**src/rtl/pipe_ctrl_pkg.sv**
```systemverilog
// Shared widths, stall-vector constants and jump-FSM state type for the pipeline controller.
package pipe_ctrl_pkg;

  localparam int unsigned RADDR_WIDTH = 5;
  localparam int unsigned ADDR_WIDTH  = 32;
  localparam int unsigned STALL_W     = 6;

  localparam logic STOP   = 1'b1;
  localparam logic NOSTOP = 1'b0;

  localparam logic [ADDR_WIDTH-1:0]  ZERO     = '0;
  localparam logic [RADDR_WIDTH-1:0] ZERO_REG = '0;

  // Bit 0 = pc, 1 = if_id, 2 = id_exe input, 3 = exe, 4 = mem, 5 = wb
  localparam logic [STALL_W-1:0] STALL_NONE    = 6'b000000;
  localparam logic [STALL_W-1:0] STALL_LOADUSE = 6'b000111;
  localparam logic [STALL_W-1:0] STALL_DIV     = 6'b001111;
  localparam logic [STALL_W-1:0] STALL_MEM     = 6'b011111;

  typedef enum logic {
    ST_IDLE = 1'b0,
    ST_PEND = 1'b1
  } jump_state_e;

endpackage

```
**src/rtl/pipe_ctrl_hazard_detect.sv**
```systemverilog
// Combinational load-use comparator: EXE load destination against ID source operands.
module hazard_detect
  import pipe_ctrl_pkg::*;
(
  input  logic                   ex_is_load_i,
  input  logic [RADDR_WIDTH-1:0] ex_rd_i,
  input  logic [RADDR_WIDTH-1:0] id_rs1_i,
  input  logic [RADDR_WIDTH-1:0] id_rs2_i,
  input  logic                   id_rs1_re_i,
  input  logic                   id_rs2_re_i,
  output logic                   hazard_o
);

  logic rs1_hit;
  logic rs2_hit;

  assign rs1_hit  = id_rs1_re_i && (id_rs1_i == ex_rd_i);
  assign rs2_hit  = id_rs2_re_i && (id_rs2_i == ex_rd_i);
  // x0 never carries a real dependency
  assign hazard_o = ex_is_load_i && (ex_rd_i != ZERO_REG) && (rs1_hit || rs2_hit);

endmodule

```
**src/rtl/pipe_ctrl.sv**
```systemverilog
// Pipeline control: stall vector priority, deferred-jump FSM, bus timeout flag
// and stall/flush performance counters.
module pipe_ctrl
  import pipe_ctrl_pkg::*;
#(
  parameter int unsigned TIMEOUT = 256,
  parameter int unsigned CNT_W   = 32
) (
  input  logic                   clk_i,
  input  logic                   rst_i,
  input  logic                   ex_is_load_i,
  input  logic [RADDR_WIDTH-1:0] ex_rd_i,
  input  logic [RADDR_WIDTH-1:0] id_rs1_i,
  input  logic [RADDR_WIDTH-1:0] id_rs2_i,
  input  logic                   id_rs1_re_i,
  input  logic                   id_rs2_re_i,
  input  logic                   jump_req_i,
  input  logic [ADDR_WIDTH-1:0]  jump_addr_i,
  input  logic                   div_busy_i,
  input  logic                   mem_wait_i,
  output logic [STALL_W-1:0]     stall_o,
  output logic                   flush_jump_o,
  output logic                   jump_o,
  output logic [ADDR_WIDTH-1:0]  jump_addr_o,
  output logic                   bus_err_o,
  output logic [CNT_W-1:0]       stall_cnt_o,
  output logic [CNT_W-1:0]       flush_cnt_o
);

  localparam int unsigned TMO_W = $clog2(TIMEOUT + 1);
  localparam logic [TMO_W-1:0] TMO_MAX = TMO_W'(TIMEOUT);

  jump_state_e           state_q, state_d;
  logic [ADDR_WIDTH-1:0] pend_addr_q, pend_addr_d;
  logic [TMO_W-1:0]      tmo_q, tmo_d;
  logic                  bus_err_q, bus_err_d;
  logic [CNT_W-1:0]      stall_cnt_q, stall_cnt_d;
  logic [CNT_W-1:0]      flush_cnt_q, flush_cnt_d;
  logic                  load_use;

  hazard_detect u_hazard_detect (
    .ex_is_load_i (ex_is_load_i),
    .ex_rd_i      (ex_rd_i),
    .id_rs1_i     (id_rs1_i),
    .id_rs2_i     (id_rs2_i),
    .id_rs1_re_i  (id_rs1_re_i),
    .id_rs2_re_i  (id_rs2_re_i),
    .hazard_o     (load_use)
  );

  // Jump issue / deferral; outputs are same-cycle so the redirect is not delayed
  always_comb begin
    state_d      = state_q;
    pend_addr_d  = pend_addr_q;
    flush_jump_o = 1'b0;
    jump_o       = 1'b0;
    jump_addr_o  = ZERO;
    case (state_q)
      ST_IDLE: begin
        if (jump_req_i) begin
          if (!mem_wait_i) begin
            flush_jump_o = 1'b1;
            jump_o       = 1'b1;
            jump_addr_o  = jump_addr_i;
          end else begin
            state_d     = ST_PEND;
            pend_addr_d = jump_addr_i;
          end
        end
      end
      ST_PEND: begin
        if (!mem_wait_i) begin
          flush_jump_o = 1'b1;
          jump_o       = 1'b1;
          jump_addr_o  = pend_addr_q;
          state_d      = ST_IDLE;
        end
      end
      default: state_d = ST_IDLE;
    endcase
  end

  always_comb begin
    stall_o = STALL_NONE;
    if (flush_jump_o)     stall_o = STALL_NONE;
    else if (mem_wait_i)  stall_o = STALL_MEM;
    else if (div_busy_i)  stall_o = STALL_DIV;
    else if (load_use)    stall_o = STALL_LOADUSE;
  end

  // Timeout saturates at TIMEOUT; the error flag is sticky until reset
  always_comb begin
    tmo_d       = '0;
    bus_err_d   = bus_err_q;
    stall_cnt_d = stall_cnt_q;
    flush_cnt_d = flush_cnt_q;
    if (mem_wait_i) begin
      tmo_d = (tmo_q == TMO_MAX) ? tmo_q : tmo_q + TMO_W'(1);
    end
    if (mem_wait_i && (tmo_d == TMO_MAX)) bus_err_d = 1'b1;
    if (stall_o[0] == STOP) stall_cnt_d = stall_cnt_q + CNT_W'(1);
    if (flush_jump_o)       flush_cnt_d = flush_cnt_q + CNT_W'(1);
  end

  always_ff @(posedge clk_i or posedge rst_i) begin
    if (rst_i) begin
      state_q     <= ST_IDLE;
      pend_addr_q <= ZERO;
      tmo_q       <= '0;
      bus_err_q   <= 1'b0;
      stall_cnt_q <= '0;
      flush_cnt_q <= '0;
    end else begin
      state_q     <= state_d;
      pend_addr_q <= pend_addr_d;
      tmo_q       <= tmo_d;
      bus_err_q   <= bus_err_d;
      stall_cnt_q <= stall_cnt_d;
      flush_cnt_q <= flush_cnt_d;
    end
  end

  assign bus_err_o   = bus_err_q;
  assign stall_cnt_o = stall_cnt_q;
  assign flush_cnt_o = flush_cnt_q;

endmodule

```
**config.mk**
```make
export PLATFORM = sky130hd
export DESIGN_NAME = pipe_ctrl
export DESIGN_NICKNAME = d
export VERILOG_FILES = /design/src/rtl/pipe_ctrl_pkg.sv /design/src/rtl/pipe_ctrl_hazard_detect.sv /design/src/rtl/pipe_ctrl.sv
export SDC_FILE = /design/constraint.sdc
export NUM_CORES = 1
export LEC_CHECK = 0
export CAP_MARGIN = 20
export CORE_ASPECT_RATIO = 0.9
export CORE_MARGIN = 4
export CORE_UTILIZATION = 48
export DETAILED_ROUTE_END_ITERATION = 7
export PLACE_DENSITY = 0.86
export SYNTH_ARGS = -nofsm -noshare
export SYNTH_HDL_FRONTEND = slang
export SYNTH_SLANG_ARGS = --single-unit
```
**constraint.sdc**
```tcl
create_clock -name clk_i -period 3.5 [get_ports clk_i]
set_clock_uncertainty 0.05 [all_clocks]
set_input_delay 0.35 -clock clk_i [delete_from_list [all_inputs] [get_ports clk_i]]
set_output_delay 0.35 -clock clk_i [all_outputs]
set_load 0.01 [all_outputs]
```
==> summary.md <==
| Metric | Value |
|---|---|
| Crit path max fanout | `17` |
| Seq/Total Area, Yosys | `0.502` |
| CP endpoint | `stall_o[1]` |
| Post-layout min period | `2.84 ns` |
| Mapped Nets | `roughly 560` |
| Reg2reg setup slack | `1.04 ns` |
| Cell Area, Placed | `approximately 7000 µm²` |
| Cts-stage hold buffer count | `0` |
| PortBufs | `158` |
| CTS tree | `built` |
| Nets | `700` |
| Startpoint type of the worst setup path | `flip-flop` |
| Die Area | `12900 µm²` |
| Initial Util | `0.492` |
| Slew HR | `0.601` |
| Status | `completed` |
| #FFs+latches synth | `~110` |
| Max Root-Sink Buffers | `2` |
| Commonest non-fill, non-tap cell in the layout | `clkdlybuf4s50_1` |
| Share of cells above drive strength 1 | `0.113` |
| Maxcap violations | `0` |
| Vias in the first global route | `between 4000 and 5000` |
| DRC | `0` |
| Skew-Pair Late Insertion Delay | `around 0.35 ns` |
| Gr ovfl total | `0` |
| CTS resizes | `0` |
| Total power | `0.00352 W` |
| Max-slew violation count | `0` |
| Peak VDD IR | `414 µV` |
| CP peak stage delay | `about 0.60 ns` |
| R2r startpoint | `state_q` |
| Initial antenna violation count | `0` |
| CP top delay family | `buffers and inverters` |
| Setup TNS | `0 ns` |
| WL/cell | `16.7 µm` |
| TritonCTS Buffers | `9` |
| Buf+Inv Stages, Crit Path | `2` |
| Average size of a mapped cell | `roughly 11 µm²` |
| DR vias | `roughly 4300` |
| Layout Cells excl Fill | `roughly 800` |
| Crit-path cells | `nor2_2, o21ai_0, a21oi_1, a21oi_2, inv_1, clkdlybuf4s50_1` |
| Area grow syn2layout | `37.7%` |
| Post-CTS setup buffers | `0` |
| Largest net degree at the start of global routing | `65` |
| Main flop type after synthesis | `dfrtp_1` |
| Core area | `10900 µm²` |
| Final worst path period share | `0.810` |
| CP required | `between 3 and 4 ns` |
| Die Span Y | `roughly 110 µm` |
| Slew @ Worst Pin | `between 0.5 and 0.6 ns` |
| Tot GR Track Use | `0.214` |
| Post-layout instance area | `~7400 µm²` |
| Worst EP arrival | `between 2 and 2.5 ns` |
| CP endpoint kind | `output pin` |
| Final setup violating endpoints | `0` |
| Hold slack final | `0.351 ns` |
| CTS root buffer | `clkbuf_16` |
| Post-synth EDFFs | `0` |
| RSZ-0062 raised after global routing | `no` |
| Async S/R FF share, synth | `1.00` |
| CTS H-tree depth | `3` |
| CP startpoint | `state_q` |
| First-pass GRT wire length | `between 20000 and 25000 µm` |
| Fmax | `between 300 and 400 MHz` |
| Cell Rows | `36` |
| Routed WL | `between 10000 and 15000 µm` |
| Clock-pin slew on the worst setup and hold paths | `approximately 0.08 ns` |
| Leakage | `just over 3 nW` |
| Die W | `between 100 and 150 µm` |
| Synth unique cells | `45` |
| YS warnings | `0` |
| Post-DP HPWL | `9870 µm` |
| Cells after synthesis | `~500` |
| DP Cell Count | `782` |
| DR pass1 iterations | `4` |
| Tightest Hold Check Type | `in -> async` |
| Fin. Hold Viols | `0` |
| Commonest non-fill, non-tap cells in the layout | `clkdlybuf4s50_1, dfrtp_1, nor2_1` |
| Post-synthesis cell area | `~5300 µm²` |
| Critical path class | `reg -> out` |
| Number of vias per cell | `around 5.3` |
| P per Cell Area | `between 400 and 500 nW/µm²` |
| N_diodes | `0` |
| Final ANT Viol Nets | `0` |
| Reg2reg path depth | `5` |
| GPL Wtd Cong | `between 0.8 and 0.9` |
| Reg2reg end | `pend_addr_q[23]` |
| Clock sink count | `107` |
| Slowest-stage cell, CP | `dfrtp_1` |
| # IOs | `160` |
| DR iter-0 viols | `around 180` |
| WP depth | `6` |
area by class of cell:
class / instances / area, µm²
clock buffers: 9 / 225
clock inverters: 7 / 105
fillers: 807 / 3500
inverters: 7 / 28.8
multi-input cells: 352 / 2480
flip-flops and latches: 107 / 2680
well taps: 152 / 190
repair buffers: 164 / 1640
through the flow:
| step | util | setup slack [ns] |
|---|---|---|
| after floorplan | - | 0.283 |
| after CTS | 0.677 | 0.681 |
| after detailed placement | 0.647 | 0.781 |
| after global routing | 0.677 | 0.478 |
| final | 0.677 | 0.663 |
| after global placement | 0.647 | 0.777 |
kinds of logic (layout without fill, tap and decap cells):
family / Yosys count / count (layout) / synth area share
flops: 107 / 107 / 0.502
xor+xnor: 79 / 79 / 0.130
other cells: 1 / 1 / 0.000702
fa+ha+maj: 4 / 4 / 0.00937
mux: 34 / 34 / 0.0717
simple gates: 186 / 186 / 0.190
buf+inv: 38 / 187 / 0.0335
compound gates: 48 / 48 / 0.0640
Yosys cell counts, types with 7 or more instances:
master | count | area [µm²]
inv_1 | 7 | 26.3
buf_2 | 8 | 40.0
buf_4 | 7 | 52.6
nand4_1 | 13 | 81.3
nor2_1 | 56 | 210
a22oi_1 | 31 | 233
clkbuf_1 | 15 | 56.3
dfrtp_1 | 107 | 2680
mux2_2 | 34 | 383
xnor2_1 | 44 | 385
xor2_1 | 35 | 307
nand2_1 | 30 | 113
nor3_1 | 16 | 80.1
nand3_1 | 24 | 120
and3_1 | 15 | 93.8
how the worst min path moves through the flow:
stage | from | end | slack (ns)
after floorplan | pend_addr_q[30] | pend_addr_q[30] | 0.43
after global placement | stall_cnt_o[31] | stall_cnt_o[31] | 0.41
after detailed placement | stall_cnt_o[31] | stall_cnt_o[31] | 0.42
after CTS | rst_i | pend_addr_q[3] | 0.37
after global routing | rst_i | tmo_q[2] | 0.40
final | rst_i | tmo_q[2] | 0.35
registers in the layout (all words and copies together), names as in the netlist:
name         cells
bus_err_o        1
flush_cnt_o     32
pend_addr_q     32
stall_cnt_o     32
state_q          1
tmo_q            9
per-layer routing:
metal  vias to the layer above  global-route usage  share of wire
met3                        23              0.0779          0.063
met1                      2076               0.253           0.42
met4                         0              0.0612          0.017
li1                       2012                   -              -
met2                       139               0.369           0.50
met5                         -                   0              0
where the power goes:
group          switching (W)  total, W  leakage [nW]  internal (W)
combinational       0.000337  0.000803          1.58      0.000466
clock               0.000481   0.00112         0.164      0.000641
sequential          0.000189   0.00159          1.35       0.00140
Power figures use the tool's default switching activity.
